### src/rtl/t_7458_sweep.sv
// Exhaustive sweep-and-check sequencer for the t_7458 dual AND-OR gate.
// Define T7458_SWEEP_STOP_ON_ERR_EN to end the sweep at the first mismatch.
module t_7458_sweep #(
    parameter int unsigned SETTLE_CYCLES = 2
) (
    input  logic        clk,
    input  logic        rst,
    input  logic        start,
    output logic [9:0]  vec,
    input  logic        p1y,
    input  logic        p2y,
    output logic        busy,
    output logic        done,
    output logic        pass,
    output logic [10:0] err_cnt,
    output logic [9:0]  first_err_vec,
    output logic        first_err_valid
);

    typedef enum logic [1:0] {StIdle, StSettle, StCheck, StDone} state_e;

    localparam logic [7:0] SettleLast = 8'(SETTLE_CYCLES - 1);

    state_e      state_q, state_d;
    logic [9:0]  vec_q, vec_d;
    logic [7:0]  settle_q, settle_d;
    logic [10:0] err_q, err_d;
    logic [9:0]  first_vec_q, first_vec_d;
    logic        first_valid_q, first_valid_d;
    logic        busy_q, busy_d;
    logic        done_q, done_d;
    logic        pass_q, pass_d;

    logic exp1, exp2, mismatch, last_vec, stop_now;

    assign exp1     = (vec_q[0] & vec_q[1] & vec_q[2]) | (vec_q[3] & vec_q[4] & vec_q[5]);
    assign exp2     = (vec_q[6] & vec_q[7]) | (vec_q[8] & vec_q[9]);
    assign mismatch = (p1y != exp1) || (p2y != exp2);
    assign last_vec = (vec_q == 10'h3FF);

`ifdef T7458_SWEEP_STOP_ON_ERR_EN
    assign stop_now = mismatch | last_vec;
`else
    assign stop_now = last_vec;
`endif

    always_comb begin
        state_d       = state_q;
        vec_d         = vec_q;
        settle_d      = settle_q;
        err_d         = err_q;
        first_vec_d   = first_vec_q;
        first_valid_d = first_valid_q;

        unique case (state_q)
            StIdle, StDone: begin
                if (start) begin
                    vec_d         = '0;
                    settle_d      = '0;
                    err_d         = '0;
                    first_vec_d   = '0;
                    first_valid_d = 1'b0;
                    state_d       = StSettle;
                end
            end
            StSettle: begin
                settle_d = settle_q + 8'd1;
                if (settle_q == SettleLast) begin
                    state_d = StCheck;
                end
            end
            StCheck: begin
                if (mismatch) begin
                    err_d = err_q + 11'd1;
                    if (!first_valid_q) begin
                        first_vec_d   = vec_q;
                        first_valid_d = 1'b1;
                    end
                end
                // On stop, vec holds the last checked (or failing) vector.
                if (stop_now) begin
                    state_d = StDone;
                end else begin
                    vec_d    = vec_q + 10'd1;
                    settle_d = '0;
                    state_d  = StSettle;
                end
            end
            default: state_d = StIdle;
        endcase

        // Status flags are derived from next state so they stay registered.
        busy_d = (state_d == StSettle) || (state_d == StCheck);
        done_d = (state_d == StDone);
        pass_d = done_d && (err_d == 11'd0);
    end

    always_ff @(posedge clk) begin
        if (rst) begin
            state_q       <= StIdle;
            vec_q         <= '0;
            settle_q      <= '0;
            err_q         <= '0;
            first_vec_q   <= '0;
            first_valid_q <= 1'b0;
            busy_q        <= 1'b0;
            done_q        <= 1'b0;
            pass_q        <= 1'b0;
        end else begin
            state_q       <= state_d;
            vec_q         <= vec_d;
            settle_q      <= settle_d;
            err_q         <= err_d;
            first_vec_q   <= first_vec_d;
            first_valid_q <= first_valid_d;
            busy_q        <= busy_d;
            done_q        <= done_d;
            pass_q        <= pass_d;
        end
    end

    assign vec             = vec_q;
    assign busy            = busy_q;
    assign done            = done_q;
    assign pass            = pass_q;
    assign err_cnt         = err_q;
    assign first_err_vec   = first_vec_q;
    assign first_err_valid = first_valid_q;

endmodule

### config.mk
export PLATFORM = sky130hd
export DESIGN_NAME = t_7458_sweep
export DESIGN_NICKNAME = d
export VERILOG_FILES = /design/src/rtl/t_7458_sweep.sv
export SDC_FILE = /design/constraint.sdc
export NUM_CORES = 1
export LEC_CHECK = 0
export CAP_MARGIN = 5
export CORE_ASPECT_RATIO = 1.5
export CORE_MARGIN = 5
export CORE_UTILIZATION = 53
export CTS_CLUSTER_SIZE = 20
export DETAILED_ROUTE_END_ITERATION = 10
export GPL_ROUTABILITY_DRIVEN = 0
export PLACE_DENSITY = 0.79
export SLEW_MARGIN = 20
export SYNTH_ARGS = -nofsm -noshare
export SYNTH_HDL_FRONTEND = slang
export SYNTH_SLANG_ARGS = --single-unit
### constraint.sdc
create_clock -name clk -period 2.25 [get_ports clk]
set_input_delay 0.45 -clock clk [delete_from_list [all_inputs] [get_ports clk]]
set_output_delay 0.45 -clock clk [all_outputs]
set_load 0.02 [all_outputs]
Word level (Yosys, flattened, before mapping). Cells that the tools add are included. Widths: inputs -> output; s select.

Reduce and logical (&&, ||, !) cells: 11. Muxes and demuxes: 19. Equality and inequality tests: 14. Bitwise operators: 8. $add $sub $neg: 3.

Operator list (count): $mux 10 (4); $pmux 10 s2 (2); $pmux 8 s3 (1); $mux 11 (2); $pmux 11 s2 (1); $mux 8 (2); $add 11x1->11 const B (1); $logic_not 11->1 (1); $add 10x1->10 const B (1); $eq 10x10->1 const B (1); $add 8x1->8 const B (1); $eq 2x2->1 const B (4); $eq 8x1->1 const B (1); $ne 2x2->1 const B (4); $and 1x1->1 (6); $mux 2 (3); $pmux 2 s3 (1); $reduce_and 3->1 (2); $eq 2x1->1 const B (2); $reduce_and 4->1 (1); $logic_not 2->1 (1); $logic_or 1x1->1 (2); $mux 1 (2); $ne 1x1->1 (2); other kinds (6) (7).

Output and inout port bits: 35. Input port bits: 5. Register bits: 45. Word-level logic and storage cells: 64.

Longest topological paths before layout.
Depth after elaboration: 9. Mapped depth: 11. Mapped depth without buffers: 11.

Least setup slack after synthesis. Ideal clock, no wire load.

Path kind: reg-to-reg. Start point: register vec_q[0] (netlist: vec[0]). End point: register pass_q (netlist: pass). Path buffers: 1. Required time: 2.162 ns. Slack: 0.072 ns. Arrival time: 2.090 ns. Cell stages (with the launch flop): 10. Setup time: 0.088 ns. Cells stage by stage: dfxtp_1 > ha_1 > ha_1 > a31oi_2 > xor2_1 > buf_4 > a21boi_2 > o211ai_2 > a2111o_1 > nor4_2.

Word-level cells in the longest chain between the ends: 9.

RTL lines: start, declared (RTL line 25) `logic [9:0] vec_q, vec_d;`; start signal, assigned (RTL line 111) `vec_q <= vec_d;`; $and 1x1->1 (2 in series) (RTL line 36) `assign exp1 = (vec_q[0] & vec_q[1] & vec_q[2]) | (vec_q[3] & vec_q[4] & vec_q[5]);`; $or 1x1->1 (RTL line 36); $ne 1x1->1 (RTL line 38) `assign mismatch = (p1y != exp1) || (p2y != exp2);`; $logic_or 1x1->1 (RTL line 38); $mux 11 (RTL line 73) `if (mismatch) begin`; $pmux 11 s2 (RTL line 55) `unique case (state_q)`; $logic_not 11->1 (RTL line 95) `pass_d = done_d && (err_d == 11'd0);`; $logic_and 1x1->1 (*) (RTL line 95); end signal, assigned (RTL line 118) `pass_q <= pass_d;`; end, declared (RTL line 32) `logic pass_q, pass_d;`.

Mark *: on every way between the ends. The rest lies on a longest branch, timed or not. A chain may end at the register's enable or synchronous reset.

Worst setup path in the final report.
Start point: register vec_q[1] (netlist: vec[1]). End point: register pass_q (netlist: pass).

The elaborated chain is that of the path after synthesis.

==> out/metrics.yaml <==
cp-end-kind: "flip-flop"
cts.sinks: 45
ys_seq_area_share_pct: 37.3
fin_nets: 351
clk_path_buf_depth: 2
use_met2_pct: 36.7
peakVddDrop_v: 0.000344
post-route-period-util_pct: 95.8
hold_viol: 0
switching_share_pct: 28.5
async_flop_share_pct: 0
antenna_found_initial: 0
grt_max_degree: 19
htreeDepth: 2
synth_area_leaders: "dfxtp_1, nor2_1, ha_1"
row_count: 30
grt_pass1_wl_mm: 10.5
diodes: 0
clk_latency_ps: 300
use_met3_pct: 4.13
post-place-cells: 376
critPathKind: "flip-flop to flip-flop"
postSynthRegisterBits: 45
ant_nets: 0
hold_path.class: "flip-flop to flip-flop"
first_global_vias: 2256
num_vias: 2264
drive_gt1_share_pct: 18.6
core-area_sq_um: 4470
syn_nets: 289
avgRoutedWirePerCell_um: 16.4
synth_edf_count: 0
cts_tree: "done"
dr.pass1.iters: 4
clkSlewWorstSetupHoldPaths_ps: 80
grtUsageMet1_pct: 26.1
grt_overflow: 0
intPower_mw: 1.18
die_h_um: 92.7
drt_iter0_markers: 90
ios: 40
crit_required_ps: 2470
die_w_um: 65.1
syn-instance-count: 276
p_per_area_nw_per_um2: 518
power_frac_comb_pct: 20.1
skew_ps: 6.87
start_kind: "flip-flop"
rsz0062_at_grt: "true"
switchingPower_uw: 473
p_total_mw: 1.66
outcome: "completed"
fin_cells: 387
p_leak_nw: 1.24
power_frac_clock_pct: 30.2
wl_mm: 6.35
grtUsageTotal_pct: 21.8
maxCapViolCount: 0
synthToLayoutAreaGrowth_pct: 32.3
ys.flop_type: "dfxtp_1"
syn_area_sq_um: 2420
dpl.hpwl_mm: 4.57
cp_max_fo: 5
yosysTopAreaCell: "dfxtp_1"
synthDistinctLibCells: 56
fmax_mhz: 464
seqPwrFrac_pct: 49.7
vias_per_cell: 5.85
synth_top_area_share_pct: 37.3
worst_pin_slew_ps: 468
start_util_pct: 54.1
synth_area_per_cell_sq_um: 8.75
slew_viol_final: 0
min_period_ps: 2150
worstPathArrival_ps: 2370
place.port_buffers: 39
setup_viol: 0
drc: 0
cts_made_buffers: 5
relSlewSlack_pct: 68.4
holdBufCountCts: 0
root_buffer: "clkbuf_8"
busiest_layer: "met2"
yosysWarnings: 0
dieArea_sq_um: 6040
## synthesized netlist by cell type, types with 2 or more instances
cell type	instances
or3_1	5
and4_1	2
nand2_1	24
nand3_1	5
nand4_1	9
clkbuf_1	10
a21oi_1	17
o211ai_1	3
buf_4	3
nor2b_1	9
a2111oi_0	2
a2111o_1	2
xnor2_1	4
and3_1	5
a31oi_2	2
nor2_1	33
and2_1	11
o21ai_0	7
inv_1	7
or2_2	2
ha_1	8
nor3_1	4
o21a_1	2
a31oi_1	2
dfxtp_1	45
nand2b_1	5
a311oi_1	2
mux2i_1	10
xor2_1	8
a211oi_1	2
## metal layers
| metal | wire [um] | up-vias |
|---|---|---|
| li1 | - | 1110 |
| met1 | 2570 | 1076 |
| met2 | 3290 | 69 |
| met3 | 320 | 9 |
| met4 | 167 | 0 |
| met5 | 0 | - |
## kinds of logic after synthesis
logic type                 share of synthesized area, %
buffers and inverters                              3.57
muxes                                              4.14
DFF                                                37.3
AOI/OAI and AO/OA                                  19.6
and+or+nand+nor                                    26.3
xor gates and xnor gates                           5.02
adders and majority gates                          4.14
## layout make-up
class | count | area [sq um]
flip-flops and latches | 45 | 905
repair buffers | 68 | 608
multi-input cells | 211 | 1510
inverters | 7 | 26.3
clock inverters | 1 | 7.51
fillers | 337 | 1270
well taps | 48 | 60.1
clock buffers | 7 | 76.3
## final timing paths
| path | slack [ps] | end | startpoint | cells past startpoint |
|---|---|---|---|---|
| min reg2reg | 500 | first_err_vec[9]$_SDFFE_PP0P_ | first_err_vec[9]$_SDFFE_PP0P_ | 2 |
| max reg2reg | 100 | pass$_SDFF_PP0_ | vec[1]$_SDFFE_PP0P_ | 9 |
| max | 100 | pass$_SDFF_PP0_ | vec[1]$_SDFFE_PP0P_ | 9 |
| min | 500 | first_err_vec[9]$_SDFFE_PP0P_ | first_err_vec[9]$_SDFFE_PP0P_ | 2 |
## cell usage in the layout, fill, tap and decap left out, types with 5 or more instances in the layout
cell and n:
buf_4 29, nor2b_1 9, inv_1 7, nand2_1 24, dfxtp_1 42, clkdlybuf4s50_1 39, nand3_1 5, clkbuf_8 5
nand4_1 9, o21ai_0 7, and3_1 5, a21oi_1 16, or3_1 5, xor2_1 7, ha_1 5, nor2_1 33
mux2i_1 10, and2_1 11
## power groups by stage
stage / clock network, mW / logic, mW / registers [mW]
after floorplan: 0 / 0.202 / 0.849
after global placement: 0 / 0.311 / 0.840
after detailed placement: 0 / 0.316 / 0.841
after CTS: 0.504 / 0.318 / 0.822
after global routing: 0.549 / 0.365 / 0.826
final: 0.500 / 0.333 / 0.823
## sequential cells by signal, summed over array words and instances, names as in the netlist
name	count
err_cnt	11
vec	10
state_q	2
settle_q	8
pass	1
first_err_vec	10
first_err_valid	1
busy	1
done	1
## through the flow
stage / setup WS, ps / util [%] / hold WS, ps / instance area, sq um / setup TNS, ps
6_report: 95.6 / 71.6 / 499 / 3200 / 0
5_1_grt: -40.0 / 71.6 / 546 / 3200 / -40.0
4_1_cts: 8.52 / 69.2 / 510 / 3090 / 0
3_5_place_dp: -144 / 67.2 / 483 / 3000 / -151
3_3_place_gp: -114 / 67.2 / 477 / 3000 / -114
2_1_floorplan: 71.9 / - / 458 / 2420 / 0
## timing repair
action                                  in CTS  in global routing
pin swaps                                    0                  9
endpoints found under the setup margin       1                 16
setup buffers                                0                  2
gates cloned                                 0                  1
resized for setup                            1                 20
## critical path, cell delays in order, from the launching register on
cell	delay, ps
dfxtp_2	350
ha_4	170
ha_4	160
a31oi_4	200
xor2_2	240
buf_4	190
a2111o_1	130
o211ai_1	130
a2111o_1	320
nor4_2	190
Note: power is estimated with default switching activity, not from simulation.
